==> src/rtl/arm_pipe_pkg.sv <==
// Shared types and constants for the ARM pipeline control logic.
package arm_pipe_pkg;

    localparam int REG_IDX_W     = 4;
    localparam int SRAM_WAIT_DEF = 4;

    typedef enum logic [1:0] {
        IDLE = 2'd0,
        WAIT = 2'd1,
        DONE = 2'd2
    } sram_state_e;

endpackage

==> src/rtl/pipe_hazard_ctrl_hazard_detect.sv <==
// ID-stage data hazard equation; selects full RAW checking or load-use only
// depending on whether the forwarding unit is active.
module hazard_detect
    import arm_pipe_pkg::*;
(
    input  logic                 forward_en_i,
    input  logic [REG_IDX_W-1:0] id_src1_i,
    input  logic [REG_IDX_W-1:0] id_src2_i,
    input  logic                 id_two_src_i,
    input  logic                 id_uses_src1_i,
    input  logic [REG_IDX_W-1:0] exe_dest_i,
    input  logic                 exe_wb_en_i,
    input  logic                 exe_mem_r_en_i,
    input  logic [REG_IDX_W-1:0] mem_dest_i,
    input  logic                 mem_wb_en_i,
    output logic                 hazard_o
);

    logic src1_exe_match;
    logic src2_exe_match;
    logic src1_hit;
    logic src2_hit;
    logic load_use;

    assign src1_exe_match = id_uses_src1_i & (id_src1_i == exe_dest_i);
    assign src2_exe_match = id_two_src_i   & (id_src2_i == exe_dest_i);

    assign src1_hit = id_uses_src1_i &
                      ((exe_wb_en_i & (id_src1_i == exe_dest_i)) |
                       (mem_wb_en_i & (id_src1_i == mem_dest_i)));
    assign src2_hit = id_two_src_i &
                      ((exe_wb_en_i & (id_src2_i == exe_dest_i)) |
                       (mem_wb_en_i & (id_src2_i == mem_dest_i)));

    // With forwarding, only a load in EXE cannot supply its result in time.
    assign load_use = exe_mem_r_en_i & exe_wb_en_i & (src1_exe_match | src2_exe_match);

    assign hazard_o = forward_en_i ? load_use : (src1_hit | src2_hit);

endmodule

==> src/rtl/pipe_hazard_ctrl.sv <==
// Pipeline sequencer: hazard stalls, taken-branch flushes, multi-cycle SRAM
// sequencing in MEM, plus saturating stall/flush performance counters.
module pipe_hazard_ctrl
    import arm_pipe_pkg::*;
#(
    parameter int SRAM_WAIT = SRAM_WAIT_DEF,
    parameter int CNT_W     = 16
) (
    input  logic                 clk,
    input  logic                 rst,
    input  logic                 forward_en,
    input  logic [REG_IDX_W-1:0] id_src1,
    input  logic [REG_IDX_W-1:0] id_src2,
    input  logic                 id_two_src,
    input  logic                 id_uses_src1,
    input  logic [REG_IDX_W-1:0] exe_dest,
    input  logic                 exe_wb_en,
    input  logic                 exe_mem_r_en,
    input  logic [REG_IDX_W-1:0] mem_dest,
    input  logic                 mem_wb_en,
    input  logic                 mem_r_en,
    input  logic                 mem_w_en,
    input  logic                 b_taken,
    output logic                 freeze_front,
    output logic                 flush_if_id,
    output logic                 flush_id_ex,
    output logic                 freeze_back,
    output logic                 sram_busy,
    output logic                 sram_done,
    output logic [CNT_W-1:0]     stall_cnt,
    output logic [CNT_W-1:0]     flush_cnt
);

    localparam int                WAIT_W    = (SRAM_WAIT > 2) ? $clog2(SRAM_WAIT) : 1;
    localparam logic [WAIT_W-1:0] WAIT_LOAD = WAIT_W'((SRAM_WAIT > 0) ? SRAM_WAIT - 1 : 0);
    localparam logic              SRAM_EN   = (SRAM_WAIT > 0);
    localparam logic [CNT_W-1:0]  CNT_MAX   = '1;

    sram_state_e       state_q, state_d;
    logic [WAIT_W-1:0] wait_cnt_q, wait_cnt_d;
    logic [CNT_W-1:0]  stall_cnt_q, flush_cnt_q;
    logic              mem_req;
    logic              hazard;

    hazard_detect u_hazard_detect (
        .forward_en_i   (forward_en),
        .id_src1_i      (id_src1),
        .id_src2_i      (id_src2),
        .id_two_src_i   (id_two_src),
        .id_uses_src1_i (id_uses_src1),
        .exe_dest_i     (exe_dest),
        .exe_wb_en_i    (exe_wb_en),
        .exe_mem_r_en_i (exe_mem_r_en),
        .mem_dest_i     (mem_dest),
        .mem_wb_en_i    (mem_wb_en),
        .hazard_o       (hazard)
    );

    assign mem_req = mem_r_en | mem_w_en;

    // The IDLE cycle that accepts a request is itself the first frozen cycle,
    // so WAIT covers the remaining SRAM_WAIT-1 cycles before DONE.
    always_comb begin
        // NOTE: defaults first so every path assigns both signals; no latches.
        state_d    = state_q;
        wait_cnt_d = wait_cnt_q;
        case (state_q)
            IDLE: begin
                if (mem_req && SRAM_EN) begin
                    if (SRAM_WAIT == 1) begin
                        state_d = DONE;
                    end else begin
                        state_d    = WAIT;
                        wait_cnt_d = WAIT_LOAD;
                    end
                end
            end
            WAIT: begin
                wait_cnt_d = wait_cnt_q - 1'b1;
                if (wait_cnt_q <= WAIT_W'(1)) state_d = DONE;
            end
            DONE:    state_d = IDLE;
            default: state_d = IDLE;
        endcase
    end

    always_ff @(posedge clk or posedge rst) begin
        if (rst) begin
            state_q    <= IDLE;
            wait_cnt_q <= '0;
        end else begin
            // NOTE: non-blocking for all sequential state, so every register samples pre-edge values.
            state_q    <= state_d;
            wait_cnt_q <= wait_cnt_d;
        end
    end

    assign freeze_back = ~rst & ((state_q == WAIT) | ((state_q == IDLE) & mem_req & SRAM_EN));
    assign sram_busy   = freeze_back;
    assign sram_done   = ~rst & (state_q == DONE);

    // A frozen back end holds EXE, so a pending branch re-presents on release.
    always_comb begin
        freeze_front = 1'b0;
        flush_if_id  = 1'b0;
        flush_id_ex  = 1'b0;
        if (rst) begin
            freeze_front = 1'b0;
        end else if (freeze_back) begin
            freeze_front = 1'b1;
        end else if (b_taken) begin
            flush_if_id = 1'b1;
            flush_id_ex = 1'b1;
        end else if (hazard) begin
            freeze_front = 1'b1;
            flush_id_ex  = 1'b1;
        end
    end

    always_ff @(posedge clk or posedge rst) begin
        if (rst) begin
            stall_cnt_q <= '0;
            flush_cnt_q <= '0;
        end else begin
            if (freeze_front && (stall_cnt_q != CNT_MAX)) stall_cnt_q <= stall_cnt_q + 1'b1;
            if (flush_if_id && (flush_cnt_q != CNT_MAX))  flush_cnt_q <= flush_cnt_q + 1'b1;
        end
    end

    assign stall_cnt = stall_cnt_q;
    assign flush_cnt = flush_cnt_q;

endmodule

==> config.mk <==
export PLATFORM = sky130hd
export DESIGN_NAME = pipe_hazard_ctrl
export DESIGN_NICKNAME = d
export VERILOG_FILES = /design/src/rtl/arm_pipe_pkg.sv /design/src/rtl/pipe_hazard_ctrl_hazard_detect.sv /design/src/rtl/pipe_hazard_ctrl.sv
export SDC_FILE = /design/constraint.sdc
export NUM_CORES = 1
export LEC_CHECK = 0
export ABC_AREA = 1
export CAP_MARGIN = 20
export CORE_AREA = 2 2 85 87
export CTS_CLUSTER_SIZE = 12
export DETAILED_ROUTE_END_ITERATION = 8
export DIE_AREA = 0 0 87 89
export PLACE_DENSITY = 0.56
export SYNTH_ARGS = -nofsm -noshare
export SYNTH_HDL_FRONTEND = slang
export SYNTH_SLANG_ARGS = --single-unit
==> constraint.sdc <==
create_clock -name clk -period 2.7 [get_ports clk]
set_clock_uncertainty 0.05 [all_clocks]
set_input_delay 0.54 -clock clk [delete_from_list [all_inputs] [get_ports clk]]
set_output_delay 0.54 -clock clk [all_outputs]
set_load 0.02 [all_outputs]
==> impl_metrics.py <==
metrics = {
    "floorplan": {
        "initial_core_util": 0.3477,
        "dieArea_um2": 7743,
        "die_width_um": 87,
        "ios": 65,
        "std_cell_rows": 30,
        "core_um2": 6719,
        "die_y_um": 89,
    },
    "worst_hold_path": {
        "hold_class": "flop to flop",
        "min_path_cells": 1,
    },
    "global_routing": {
        "grt_start_max_net_pins": 37,
        "grt_pass1_wl_mm": 9.611,
        "grt_pass1_vias": 2125,
        "grt_use_total": 0.1564,
        "overflow": 0,
        "antenna_found_initial": 0,
    },
    "synthesis": {
        "ys_warn_count": 0,
        "postSynthRegisterBits": 36,
        "synth_cells": 330,
        "netlist_area_um2": 2336,
        "ys_types": 24,
        "yosysSeqAreaShare": 0.3856,
        "avgSynthCellArea_um2": 7.079,
        "syn-num-nets": 360,
    },
    "sta": {
        "timing.fmax_mhz": 396.5,
        "setup_viol": 0,
        "setup_ws_ns": 0.1779,
        "hold_viol": 0,
        "fin_crit_sh": 0.9341,
        "relSlewSlack": 0.6872,
        "slew_violations": 0,
        "rsz0062_at_grt": "false",
        "min_period_ns": 2.522,
        "worst_pin_slew_ns": 0.4649,
    },
    "placed_design": {
        "port_buffers": 64,
        "dp.cells": 480,
        "dp_worst_setup_slack_ns": -0.3305,
        "gp_congestion": 0.8313,
        "hpwlAfterDp_mm": 4.342,
    },
    "finish": {
        "antenna_cells": 0,
        "final_cell_count_no_fill": 488,
        "layout_common_cells": "nand2_1, clkdlybuf4s50_1, inv_1",
        "layout.nets": 437,
        "area_growth_pct": 37.60,
        "layout_commonest_cell": "nand2_1",
        "drive_gt1_frac": 0.06127,
    },
    "detailed_routing": {
        "totalWireLength_mm": 5.700,
        "drtIter0Drc": 76,
        "post_drt_wl_per_cell_um": 11.68,
        "via_per_inst": 4.566,
        "vias": 2228,
        "dr.pass1.iters": 4,
        "drc": 0,
        "ant_nets": 0,
    },
    "power_and_ir_drop": {
        "seq_power_share": 0.382,
        "pwr-share-clk": 0.212,
        "worst_ir_drop_vdd_mv": 0.3438,
        "p_sw_frac": 0.3753,
        "power.switching_uw": 716.7,
        "p_per_area_nw_per_um2": 594.1,
        "p_int_uw": 1193,
        "power.leakage_uw": 0.001612,
        "power_frac_comb": 0.406,
    },
    "clock_tree": {
        "cts_tree": "done",
        "cts_buffers": 5,
        "path_clk_slew_ns": 0.07,
        "ctsResizeCount": 5,
        "cts_sinks": 36,
        "htreeDepth": 2,
        "cts_setup_buffers": 0,
        "clk_latency_ns": 0.29,
        "clockBufferDepth": 2,
        "ctsHoldBuffers": 0,
        "root_buffer": "clkbuf_8",
    },
    "critical_path": {
        "end_kind": "output port",
        "required_ns": 2.11,
        "start_kind": "input port",
        "r2r_cells": 9,
        "worstPathArrival_ns": 1.93,
        "crit_type": "input port to output port",
        "critPathMaxFanout": 3,
    },
    "job": {
        "max_cap_viol_count": 0,
    },
    "outcome": {
        "run_status": "completed",
    },
}
==> critical path, stage by stage <==
cell	delay (ns)
clkdlybuf4s50_1	0.50
inv_1	0.06
nand2_1	0.06
nand2_1	0.05
nor2_1	0.14
nand3_1	0.08
nand2_1	0.07
nand2_1	0.04
nand2_1	0.09
nand2_1	0.07
nand2_2	0.08
buf_4	0.14
==> state kept, by name, summed over array words and instances, names as in the netlist <==
name / flops
flush_cnt: 16
wait_cnt_q: 2
state_q: 2
stall_cnt: 16
==> final timing paths <==
path                                  to           from  slack (ns)
max                         freeze_front     id_src1[1]        0.18
min                        wait_cnt_q[0]  wait_cnt_q[0]        0.43
max reg2reg                stall_cnt[15]   stall_cnt[0]        0.48
min reg2reg                wait_cnt_q[0]  wait_cnt_q[0]        0.43
max in group asynchronous  stall_cnt[15]            rst        1.45
min in group asynchronous   stall_cnt[8]            rst        0.83
==> cells by family (layout without fill, tap and decap cells) <==
logic type,after synthesis,count (layout),share of synthesized area
compound gates,5,5,0.01446
xor+xnor,33,33,0.1237
fa+ha+maj,3,3,0.01607
buf+inv,48,126,0.08302
flops,36,36,0.3856
mux,1,1,0.004285
simple gates,204,204,0.3728
==> stage by stage <==
stage | instance area (um2) | power [uW] | hold WS (ns) | setup TNS (ns) | utilization
floorplan | 2336 | 1186 | 0.4069 | 0 | -
global placement | 3123 | 1527 | 0.4286 | -0.6297 | 0.4648
detailed placement | 3123 | 1528 | 0.4290 | -0.6417 | 0.4648
CTS | 3212 | 1933 | 0.4383 | 0 | 0.4780
global route | 3214 | 2056 | 0.4545 | 0 | 0.4784
finish | 3214 | 1910 | 0.4346 | 0 | 0.4784
==> power groups by stage <==
| stage | Clock (uW) | Sequential [uW] | Combinational, uW |
|---|---|---|---|
| floorplan | 0 | 801 | 385 |
| global placement | 0 | 740 | 787 |
| CTS | 417 | 730 | 786 |
| detailed placement | 0 | 740 | 788 |
| global route | 444 | 747 | 865 |
| finish | 405 | 730 | 775 |
==> layout make-up <==
| cell class | instances | area (um2) |
|---|---|---|
| Multi-Input combinational cell | 246 | 1244 |
| Inverter | 44 | 165.2 |
| Tap cell | 80 | 100.1 |
| Clock buffer | 8 | 90.09 |
| Timing Repair Buffer | 74 | 714.4 |
| Sequential cell | 36 | 900.9 |
| Fill cell | 683 | 3505 |
==> synthesized netlist by cell type, drive strengths merged <==
| library cell | number | share of area |
|---|---|---|
| ha | 3 | 0.016 |
| nor4 | 4 | 0.011 |
| xnor2 | 10 | 0.037 |
| nand4 | 4 | 0.011 |
| inv | 44 | 0.071 |
| dfrtp | 36 | 0.39 |
| o21ai | 3 | 0.0080 |
| buf | 4 | 0.012 |
| nor3 | 12 | 0.030 |
| mux2i | 1 | 0.0043 |
| nor2 | 38 | 0.061 |
| nand2 | 112 | 0.18 |
| nand3b | 1 | 0.0032 |
| a21boi | 1 | 0.0032 |
| o211ai | 1 | 0.0032 |
| nand3 | 33 | 0.073 |
| xor2 | 23 | 0.086 |
==> per-layer routing <==
layer	share of wire	global-route usage	vias to the layer above
li1	-	-	1182
met3	0.039	0.03878	4
met5	0	0	-
met1	0.48	0.2069	1000
met4	0.0084	0.04261	0
met2	0.47	0.2561	42
Note: power is estimated with default switching activity, not from simulation.
